===== config.mk =====
export PLATFORM = sky130hd
export DESIGN_NAME = vga_mem_arbiter
export DESIGN_NICKNAME = d
export VERILOG_FILES = /design/src/rtl/vga_mem_arbiter_pkg.sv /design/src/rtl/vga_mem_port_mux.sv /design/src/rtl/vga_mem_arbiter.sv
export SDC_FILE = /design/constraint.sdc
export NUM_CORES = 1
export LEC_CHECK = 0
export CAP_MARGIN = 20
export CORE_MARGIN = 1
export CORE_UTILIZATION = 31
export DETAILED_ROUTE_END_ITERATION = 10
export GPL_TIMING_DRIVEN = 0
export PLACE_DENSITY = 0.88
export SLEW_MARGIN = 20
export SYNTH_ARGS = -nofsm -noshare
export SYNTH_HDL_FRONTEND = slang
export SYNTH_SLANG_ARGS = --single-unit

===== constraint.sdc =====
create_clock -name i_clk -period 3.8 [get_ports i_clk]
set_input_delay 0.38 -clock i_clk [delete_from_list [all_inputs] [get_ports i_clk]]
set_output_delay 0.38 -clock i_clk [all_outputs]
set_load 0.01 [all_outputs]

===== src/rtl/vga_mem_arbiter_pkg.sv =====
// Shared types and default widths for the VGA/CPU system RAM arbiter.
package vga_mem_arbiter_pkg;

  localparam int DEF_ADDR_W = 16;
  localparam int DEF_DATA_W = 8;

  typedef enum logic [1:0] {
    IDLE = 2'd0,
    WAIT = 2'd1,
    DONE = 2'd2
  } state_t;

endpackage


===== src/rtl/vga_mem_port_mux.sv =====
// Combinational RAM port mux: a VGA-owned slot beats a CPU issue, otherwise the port idles at zero.
module vga_mem_port_mux #(
  parameter int ADDR_W = 16,
  parameter int DATA_W = 8
) (
  input  logic              vga_owned,
  input  logic              cpu_issue,
  input  logic [ADDR_W-1:0] vga_addr,
  input  logic              vga_cs,
  input  logic [ADDR_W-1:0] cpu_addr,
  input  logic [DATA_W-1:0] cpu_dat,
  input  logic              cpu_we,
  output logic [ADDR_W-1:0] mem_addr,
  output logic [DATA_W-1:0] mem_dat,
  output logic              mem_cs,
  output logic              mem_we
);

  always_comb begin
    mem_addr = '0;
    mem_dat  = '0;
    mem_cs   = 1'b0;
    mem_we   = 1'b0;
    if (vga_owned) begin
      // A reserved slot without cs leaves the RAM idle but still blocks the CPU.
      mem_addr = vga_addr;
      mem_cs   = vga_cs;
    end else if (cpu_issue) begin
      mem_addr = cpu_addr;
      mem_dat  = cpu_dat;
      mem_cs   = 1'b1;
      mem_we   = cpu_we;
    end
  end

endmodule


===== src/rtl/vga_mem_arbiter.sv =====
// Two-master RAM arbiter: VGA has absolute priority, CPU served in free slots (ack 2 cycles after issue).
// Optional stall counter output enabled by VGA_MEM_ARB_STALL_CNT_EN.
module vga_mem_arbiter
  import vga_mem_arbiter_pkg::*;
#(
  parameter int ADDR_W = DEF_ADDR_W,
  parameter int DATA_W = DEF_DATA_W
`ifdef VGA_MEM_ARB_STALL_CNT_EN
  ,
  parameter int STALL_W = 16
`endif
) (
  input  logic              i_clk,
  input  logic              i_reset,
  input  logic [ADDR_W-1:0] i_vga_addr,
  input  logic              i_vga_cs,
  input  logic              i_vga_access,
  output logic [DATA_W-1:0] o_vga_dat,
  input  logic [ADDR_W-1:0] i_cpu_addr,
  input  logic [DATA_W-1:0] i_cpu_dat,
  input  logic              i_cpu_cs,
  input  logic              i_cpu_we,
  output logic [DATA_W-1:0] o_cpu_dat,
  output logic              o_cpu_ack,
  output logic [ADDR_W-1:0] o_mem_addr,
  output logic [DATA_W-1:0] o_mem_dat,
  output logic              o_mem_cs,
  output logic              o_mem_we,
  input  logic [DATA_W-1:0] i_mem_dat,
`ifdef VGA_MEM_ARB_STALL_CNT_EN
  output logic [STALL_W-1:0] o_stall_cnt,
`endif
  output logic              o_vga_conflict
);

  state_t state, state_n;
  logic   r_reserved;
  logic   r_we;
  logic   vga_owned;
  logic   cpu_issue;

  assign vga_owned = r_reserved | i_vga_cs;
  assign o_vga_dat = i_mem_dat;

  always_comb begin
    state_n   = state;
    cpu_issue = 1'b0;
    case (state)
      IDLE: begin
        // Reset gating keeps the RAM port quiet while reset is held with cs high.
        if (i_cpu_cs && !vga_owned && !i_reset) begin
          cpu_issue = 1'b1;
          state_n   = WAIT;
        end
      end
      WAIT:    state_n = DONE;
      DONE:    state_n = IDLE;
      default: state_n = IDLE;
    endcase
  end

  always_ff @(posedge i_clk or posedge i_reset) begin
    if (i_reset) begin
      state          <= IDLE;
      r_reserved     <= 1'b0;
      r_we           <= 1'b0;
      o_cpu_ack      <= 1'b0;
      o_cpu_dat      <= '0;
      o_vga_conflict <= 1'b0;
    end else begin
      state      <= state_n;
      r_reserved <= i_vga_access;
      if (cpu_issue) begin
        r_we <= i_cpu_we;
      end
      if (state == WAIT) begin
        o_cpu_ack <= 1'b1;
        if (!r_we) begin
          o_cpu_dat <= i_mem_dat;
        end
      end
      if (state == DONE) begin
        o_cpu_ack <= 1'b0;
      end
      if (i_vga_cs && !r_reserved) begin
        o_vga_conflict <= 1'b1;
      end
    end
  end

`ifdef VGA_MEM_ARB_STALL_CNT_EN
  always_ff @(posedge i_clk or posedge i_reset) begin
    if (i_reset) begin
      o_stall_cnt <= '0;
    end else if ((state == IDLE) && i_cpu_cs && !cpu_issue && (o_stall_cnt != '1)) begin
      o_stall_cnt <= o_stall_cnt + 1'b1;
    end
  end
`endif

  vga_mem_port_mux #(
    .ADDR_W(ADDR_W),
    .DATA_W(DATA_W)
  ) u_mux (
    .vga_owned(vga_owned),
    .cpu_issue(cpu_issue),
    .vga_addr (i_vga_addr),
    .vga_cs   (i_vga_cs),
    .cpu_addr (i_cpu_addr),
    .cpu_dat  (i_cpu_dat),
    .cpu_we   (i_cpu_we),
    .mem_addr (o_mem_addr),
    .mem_dat  (o_mem_dat),
    .mem_cs   (o_mem_cs),
    .mem_we   (o_mem_we)
  );

endmodule

==> results by group, run 1 <==
Status
  • Status: complete, but fails checks
  • Failing checks: design-rule violations

Finish
  • Nets@finish: 242
  • Final cell count without fillers: 212
  • P&R area growth vs syn: 110%
  • Share of post-route cells with drive strength above 1: 20.4%
  • Design Area, Final: 1970 um^2
  • N_diodes: 0

Timing
  • Final hold violation count: 0
  • Fin crit share: 78.3%
  • Worst Slack Setup Final: 0.824 ns
  • Final min period: 2.98 ns
  • RSZ-0062 raised after global routing: no
  • Setup TNS Final: 0 ns
  • Pins Over Slew Limit: 0
  • Slew HR: 62.7%
  • FMAX: 336 MHz
  • Worst-Margin Slew: 0.558 ns
  • Layout Skew: 0.00459 ns
  • Final setup fails: 0

Routing
  • Per-cell routed wire length: 15.9 um
  • Routed Antenna Nets: 0
  • # DRC: 20
  • DRT iter0 DRCs: 65
  • Routed WL: 3.38 mm
  • Vias: 1007
  • Drt first pass iters: 7
  • Vias per inst: 4.75

Critical path
  • Worst EP required: 3.42 ns
  • CP max FO: 10
  • CP startpoint kind: input port
  • Arr. time, crit path: 2.60 ns
  • Reg2Reg Depth: 4
  • Setup crit end kind: output pin
  • Crit path kind: input port to output pin

Yosys
  • Seq/Total Area, Yosys: 37.4%
  • Total number of yosys warnings: 0
  • Cell area after synthesis: 936 um^2
  • Syn_nets: 140
  • Synth Register Bits: 14
  • Library cells used by synthesis: 19
  • Post-synthesis instance total: 81
  • Synthesized area per cell: 11.6 um^2

Global route
  • Largest net degree at the start of global routing: 15
  • Initial antenna violation count: 0
  • Overall global routing resource usage: 20.6%
  • Vias in the first global route: 1087
  • Global-route wire length before repair: 5.07 mm
  • GR Overflow Total: 0

Place
  • Placed Instances: 209
  • Port buffer count: 97
  • Routability cong.: 0.857
  • DP Worst Slack: 0.800 ns
  • Post-placement cell area: 1950 um^2
  • Post-DP HPWL: 2.80 mm

Clock tree
  • Clk slew on worst S/H paths: 0.07 ns
  • TritonCTS Buffers: 3
  • H-tree lvl count: 1
  • CTS sink cnt: 14
  • Post-CTS Setup Bufs: 0
  • Clock tree root driver cell: clkbuf_4
  • Post_cts resized: 0
  • Later-pin clock latency in the skew report: 0.27 ns
  • CTS tree: built
  • # hold bufs at CTS: 0
  • Clock buffer depth: 2

Floorplanning
  • IO Pins: 98
  • Initial Util: 33.4%
  • Row count: 19
  • Die ar.: 3240 um^2
  • Core area: 2810 um^2
  • Die X: 56.9 um
  • Die Y: 56.9 um

Min path
  • WHS Path Cells: 1
  • Type of the worst min-delay path: flip-flop to flip-flop

Power
  • Peak VDD IR: 0.367 mV
  • Pleak: 0.819 nW
  • Power per cell area: 393 nW/um^2
  • Tot Pwr: 773 uW

Job
  • Max-cap violations: 0
## final cells by class
cell class | instances | area (um^2)
Tap cell | 31 | 38.8
Clock buffer | 3 | 22.5
Multi-Input combinational cell | 49 | 465
Sequential cell | 14 | 350
Buffer | 13 | 101
Timing Repair Buffer | 97 | 971
Inverter | 5 | 18.8
Fill cell | 218 | 837
## critical path, stage by stage
cell	delay (ns)
clkdlybuf4s50_1	0.42
or2_1	0.24
buf_6	0.14
nor4b_4	0.50
buf_6	0.22
a22o_2	0.13
clkdlybuf4s50_1	0.56
## kinds of logic after synthesis
| family | after synthesis | share of synthesized area (%) |
|---|---|---|
| AO/OA/AOI/OAI | 19 | 18.4 |
| adder cells (fa/ha/maj) | 5 | 6.68 |
| buffers and inverters | 18 | 12.8 |
| flip-flops | 14 | 37.4 |
| multiplexers | 11 | 13.6 |
| AND/OR/NAND/NOR | 14 | 11.0 |
## report_power, final
group	internal [mW]	switching (mW)
logic	0.284	0.161
registers	0.213	0.0357
clock network	0.0367	0.0429
## cell usage after synthesis
master	count	area, um^2
dfrtp_1	14	350
a22o_2	10	100
mux2_2	10	113
and2_1	9	56.3
buf_4	8	60.1
a22o_1	6	52.6
ha_1	5	62.6
inv_1	5	18.8
buf_6	3	33.8
clkbuf_1	2	7.51
a21o_1	1	7.51
a21oi_1	1	5.00
mux2_4	1	15.0
nor2_1	1	3.75
nor2b_1	1	6.26
nor4b_4	1	23.8
o31ai_1	1	7.51
or2_1	1	6.26
or2_2	1	6.26
## state kept, by name (all words and copies together), names as in the netlist
signal / cells
state: 2
o_vga_conflict: 1
o_cpu_dat: 8
o_cpu_ack: 1
r_reserved: 1
r_we: 1
## per-layer routing
layer	GRT usage, %	vias up	wire, um
li1	-	479	-
met1	21.6	459	1130
met2	40.5	67	1740
met3	5.67	2	489
met4	4.18	0	14
met5	0	-	0
## final timing paths
| kind | start | to | slack (ns) |
|---|---|---|---|
| worst max-delay path | i_vga_cs | o_mem_addr[5] | 0.82 |
| worst min-delay path | o_vga_conflict | o_vga_conflict | 0.46 |
| worst max register to register | state[1] | r_we | 2.09 |
| worst min register to register | o_vga_conflict | o_vga_conflict | 0.46 |
| max in group asynchronous | i_reset | o_cpu_dat[6] | 2.86 |
| min in group asynchronous | i_reset | state[1] | 0.59 |
## placed cells by master (no fill, tap or decap)
master           count
a21o_1               1
a21oi_1              1
a22o_1               6
a22o_2              10
and2_1               9
buf_4                8
buf_6                3
clkbuf_1             2
clkbuf_4             3
clkdlybuf4s50_1     97
dfrtp_1             14
ha_1                 5
inv_1                5
mux2_2              10
mux2_4               1
nor2_1               1
nor2b_1              1
nor4b_4              1
o31ai_1              1
or2_1                1
or2_2                1
## metrics by stage
stage          hold WS [ns]  util [%]
6_report              0.459      70.2
5_1_grt               0.487      70.2
4_1_cts               0.466      70.2
3_5_place_dp          0.448      69.4
3_3_place_gp          0.438      69.4
2_1_floorplan         0.269         -
(Power assumes the default switching activity.)
==> run 2, diff against run 1 <==
Settings changed: CORE_UTILIZATION 31 to 28, PLACE_DENSITY 0.88 to 0.81.
Clock period 3.8 ns to 3 ns, I/O delays scaled along.
==> run 2 against run 1 <==
Effect of this change:
- the flow now finishes without violations
- clock skew about the same
- combinational power grew 23%
- sequential share of layout area down 0.27 points
- worst hold slack gained 0.0044 ns
- critical path type unchanged
==> results by group, run 2 (synthesis results as in run 1) <==
Finish
  • Area of the multi-input gates: 465 um^2
  • Nets@finish: 242
  • Commonest non-fill, non-tap cell in the layout: clkdlybuf4s50_1
  • N_diodes: 0
  • Leading cell types in the layout, fill and taps excluded: 97 x clkdlybuf4s50_1, 14 x dfrtp_1, 10 x mux2_2, 10 x a22o_2, 9 x and2_1
  • Largest Register: o_cpu_dat
  • Layout filler cell count: 282
  • Share of post-route cells with drive strength above 1: 20.9%
  • Max reg flops: 8
  • Top Registers: o_cpu_dat: 8 flops, state: 2 flops
  • Register area: 350 um^2
  • P&R area growth vs syn: 114%

Floorplanning
  • Initial Util: 30.2%
  • Die ar.: 3580 um^2
  • Die X: 59.8 um
  • IO Pins: 98
  • Die Y: 59.8 um
  • Row count: 20
  • Core area: 3100 um^2

Clock tree
  • Clock buffer depth: 2
  • # hold bufs at CTS: 0
  • TritonCTS Buffers: 3
  • Post-CTS Setup Bufs: 0
  • Post_cts resized: 0
  • Later-pin clock latency in the skew report: 0.27 ns
  • Clock tree root driver cell: clkbuf_4
  • Clk slew on worst S/H paths: 0.08 ns
  • CTS sink cnt: 14
  • CTS tree: built
  • H-tree lvl count: 1

Timing
  • Slew HR: 62.3%
  • FMAX: 356 MHz
  • Fin crit share: 93.5%
  • RSZ-0062 raised after global routing: no
  • Final hold violation count: 0
  • Final min period: 2.81 ns
  • Hold_ws: 0.464 ns
  • Layout Skew: 0.00439 ns
  • Worst-Margin Slew: 0.563 ns
  • Pins Over Slew Limit: 0
  • Setup TNS Final: 0 ns
  • Final setup fails: 0

Place
  • Routability cong.: 0.711
  • Post-DP HPWL: 2.75 mm
  • Port buffer count: 97

Routing
  • Vias per inst: 4.38
  • Routed WL: 3.23 mm
  • Drt first pass iters: 4
  • Per-cell routed wire length: 14.3 um
  • # DRC: 0
  • DRT iter0 DRCs: 27
  • Routed Antenna Nets: 0
  • Vias: 991

Critical path
  • CP startpoint kind: input port
  • CP max FO: 10
  • Setup crit end kind: output pin
  • Crit path kind: input port to output pin
  • Arr. time, crit path: 2.51 ns
  • Slowest stage delay, CP: 0.54 ns
  • Cell chain of the critical path: clkdlybuf4s50_1 -> or2_1 -> buf_6 -> nor4b_4 -> buf_6 -> a22o_2 -> clkdlybuf4s50_1
  • CP bufs+invs: 4
  • Critical path's top delay family: buffers and inverters
  • Crit-path slowest cell: clkdlybuf4s50_1
  • Worst EP required: 2.70 ns

Power
  • Peak VDD IR: 0.315 mV
  • Power per cell area: 498 nW/um^2
  • Pleak: 0.826 nW

Global route
  • Overall global routing resource usage: 16.4%
  • Largest net degree at the start of global routing: 15
  • Global-route wire length before repair: 4.40 mm
  • Vias in the first global route: 961
  • GR Overflow Total: 0
  • Initial antenna violation count: 0

Job
  • Max-cap violations: 0

Status
  • Status: finished, final reports clean

Min path
  • Type of the worst min-delay path: flip-flop to flip-flop
-- run 2: changes by cell type in the layout (fill, tap and decap cells not counted), sizes merged --
cell and change:
clkbuf +1
-- run 2: final cells by class --
class / instances / area share [%]
Clock buffer: 4 / 1.82
Tap cell: 44 / 2.76
Inverter: 5 / 0.939
Sequential cell: 14 / 17.5
Timing Repair Buffer: 97 / 48.6
Multi-Input combinational cell: 49 / 23.3
Buffer: 13 / 5.07
-- run 2: per-layer routing --
layer / GRT usage, % / routed length [um]
met5: 0 / 0
met4: 2.99 / 0
met3: 4.98 / 349
met2: 31.9 / 1590
met1: 17.3 / 1290
-- run 2: per-stage QoR --
step | worst slack, ns | util (%) | total power, mW | cell area (um^2) | std cells
after floorplan | 1.23 | - | 0.584 | 936 | 81
after global placement | 0.196 | 63.2 | 0.854 | 1960 | 222
after detailed placement | 0.165 | 63.2 | 0.876 | 1960 | 222
after CTS | 0.158 | 64.4 | 1.01 | 2000 | 226
after global routing | 0.0747 | 64.4 | 1.06 | 2000 | 226
final | 0.194 | 64.4 | 0.994 | 2000 | 226
-- run 2: path summary, 6_finish.rpt --
check | start | end | slack [ns] | cells past startpoint
worst min-delay path | o_vga_conflict | o_vga_conflict | 0.46 | 1
worst min register to register | o_vga_conflict | o_vga_conflict | 0.46 | 1
worst max-delay path | i_vga_cs | o_mem_addr[12] | 0.19 | 7
worst max register to register | r_reserved | r_we | 1.30 | 4
max in group asynchronous | i_reset | r_we | 2.19 | 2
min in group asynchronous | i_reset | state[1] | 0.47 | 2
-- run 2: worst register-to-register path, stage by stage, from the launching register on --
cell and delay, ns:
dfrtp_1 0.38, or2_1 0.21, buf_6 0.14, nor4b_4 0.50
mux2_4 0.35
-- run 2: power breakdown --
group / internal, mW / leakage, nW / switching, mW / total (mW)
clock: 0.0737 / 0.0210 / 0.0563 / 0.130
combinational: 0.356 / 0.644 / 0.192 / 0.548
sequential: 0.270 / 0.161 / 0.0454 / 0.316
total: 0.700 / 0.826 / 0.294 / 0.994
==> run 3, diff against run 2 <==
Settings changed: CORE_UTILIZATION 28 to 29, CTS_BUF_LIST set to sky130_fd_sc_hd__clkbuf_4 sky130_fd_sc_hd__clkbuf_8, PLACE_DENSITY 0.81 to 0.84.
==> run 3 against run 2 <==
Effect of this change:
- flip-flop and latch count stayed put
- first-iteration DRC count is 56% higher
- die area is 3.3% lower
- wire length is 1.5% lower
- critical path depth stayed put
- sequential power hardly changed
- clock skew is 0.0031 ns lower
- combinational power hardly changed
- register-to-register slack hardly changed
- critical path type unchanged
- largest cell class unchanged
- highest routed layer unchanged
==> results by group, run 3 (synthesis results as in run 1) <==
Timing
  • Fin crit share: 94.6%
  • RSZ-0062 raised after global routing: no
  • Final min period: 2.84 ns
  • Worst Slack Setup Final: 0.163 ns
  • Hold_ws: 0.467 ns
  • Pins Over Slew Limit: 0
  • FMAX: 353 MHz
  • Final hold violation count: 0
  • Layout Skew: 0.00124 ns
  • Worst-Margin Slew: 0.584 ns
  • Setup TNS Final: 0 ns
  • Slew HR: 60.9%
  • Final setup fails: 0

Place
  • DP Worst Slack: 0.161 ns
  • Post-DP HPWL: 2.66 mm
  • Post-placement cell area: 1960 um^2
  • Routability cong.: 0.709
  • Port buffer count: 97

Floorplanning
  • Row count: 20
  • Core area: 3050 um^2
  • IO Pins: 98
  • Die Y: 58.8 um
  • Die ar.: 3460 um^2
  • Initial Util: 30.7%
  • Die X: 58.8 um

Clock tree
  • Post_cts resized: 0
  • # hold bufs at CTS: 0
  • H-tree lvl count: 1
  • TritonCTS Buffers: 3
  • CTS sink cnt: 14
  • Clock buffer depth: 2
  • Clock tree root driver cell: clkbuf_4
  • Clk slew on worst S/H paths: 0.07 ns
  • CTS tree: built
  • Post-CTS Setup Bufs: 0
  • Later-pin clock latency in the skew report: 0.27 ns

Routing
  • Per-cell routed wire length: 14.1 um
  • # DRC: 0
  • Vias per inst: 4.28
  • Routed WL: 3.18 mm
  • Vias: 964
  • Drt first pass iters: 4
  • DRT iter0 DRCs: 42
  • Routed Antenna Nets: 0

Power
  • Tot Pwr: 968 uW
  • Peak VDD IR: 0.324 mV
  • Power per cell area: 488 nW/um^2
  • Pleak: 0.819 nW

Finish
  • Area of the multi-input gates: 465 um^2
  • Nets@finish: 242
  • N_diodes: 0
  • P&R area growth vs syn: 112%
  • Layout filler cell count: 246
  • Share of post-route cells with drive strength above 1: 20.4%
  • Commonest non-fill, non-tap cell in the layout: clkdlybuf4s50_1
  • Leading cell types in the layout, fill and taps excluded: 97 x clkdlybuf4s50_1, 14 x dfrtp_1, 10 x mux2_2, 10 x a22o_2, 9 x and2_1
  • Design Area, Final: 1980 um^2
  • Max reg flops: 8
  • Top Registers: o_cpu_dat: 8 flops, state: 2 flops
  • Register area: 350 um^2
  • Largest Register: o_cpu_dat

Global route
  • Largest net degree at the start of global routing: 15
  • GR Overflow Total: 0
  • Global-route wire length before repair: 4.64 mm
  • Vias in the first global route: 957
  • Initial antenna violation count: 0
  • Overall global routing resource usage: 17.8%

Critical path
  • Arr. time, crit path: 2.54 ns
  • CP startpoint kind: input port
  • Setup crit end kind: output pin
  • CP max FO: 10
  • Crit path kind: input port to output pin
  • Worst EP required: 2.70 ns
  • Reg2Reg Depth: 4

Min path
  • WHS Path Cells: 1
  • Type of the worst min-delay path: flip-flop to flip-flop

Status
  • Status: finished, final reports clean

Job
  • Max-cap violations: 0
[run 3: changes by cell type in the layout (fill, tap and decap cells not counted)]
cell / change
clkbuf_8: -1
[run 3: area by class of cell]
type                       count  share of cell area [%]
tap                           44                    2.77
timing repair buffer          97                    48.9
multi-input combinational     49                    23.5
clock buffer                   3                    1.13
sequential                    14                    17.7
buffer                        13                    5.11
inverter                       5                   0.946
[run 3: where the power goes]
group | internal, mW | switching [mW]
combinational | 0.358 | 0.193
sequential | 0.270 | 0.0475
clock | 0.0464 | 0.0531
total | 0.674 | 0.294
[run 3: final timing paths]
path | from | end | slack [ns]
min in group asynchronous | i_reset | state[0] | 0.48
min | o_vga_conflict | o_vga_conflict | 0.47
max in group asynchronous | i_reset | o_cpu_dat[1] | 2.18
max | i_vga_cs | o_mem_addr[6] | 0.16
max reg2reg | r_reserved | r_we | 1.29
min reg2reg | o_vga_conflict | o_vga_conflict | 0.47
[run 3: per-stage QoR]
step / util (%) / cells
floorplan: - / 81
global placement: 64.3 / 222
detailed placement: 64.3 / 222
CTS: 65.0 / 225
global route: 65.0 / 225
finish: 65.0 / 225
[run 3: critical path, stage by stage]
cell and delay (ns):
clkdlybuf4s50_1 0.43, or2_1 0.25, buf_6 0.14, nor4b_4 0.52
buf_6 0.22, a22o_2 0.14, clkdlybuf4s50_1 0.54
[run 3: routing by layer]
metal | up-vias | routed length [um] | share of wire, % | track usage, %
met5 | - | 0 | 0 | 0
met4 | 0 | 0 | 0 | 4.08
met3 | 0 | 273 | 8.6 | 3.30
met2 | 50 | 1590 | 50 | 31.5
met1 | 435 | 1310 | 41 | 22.3
li1 | 479 | - | - | -
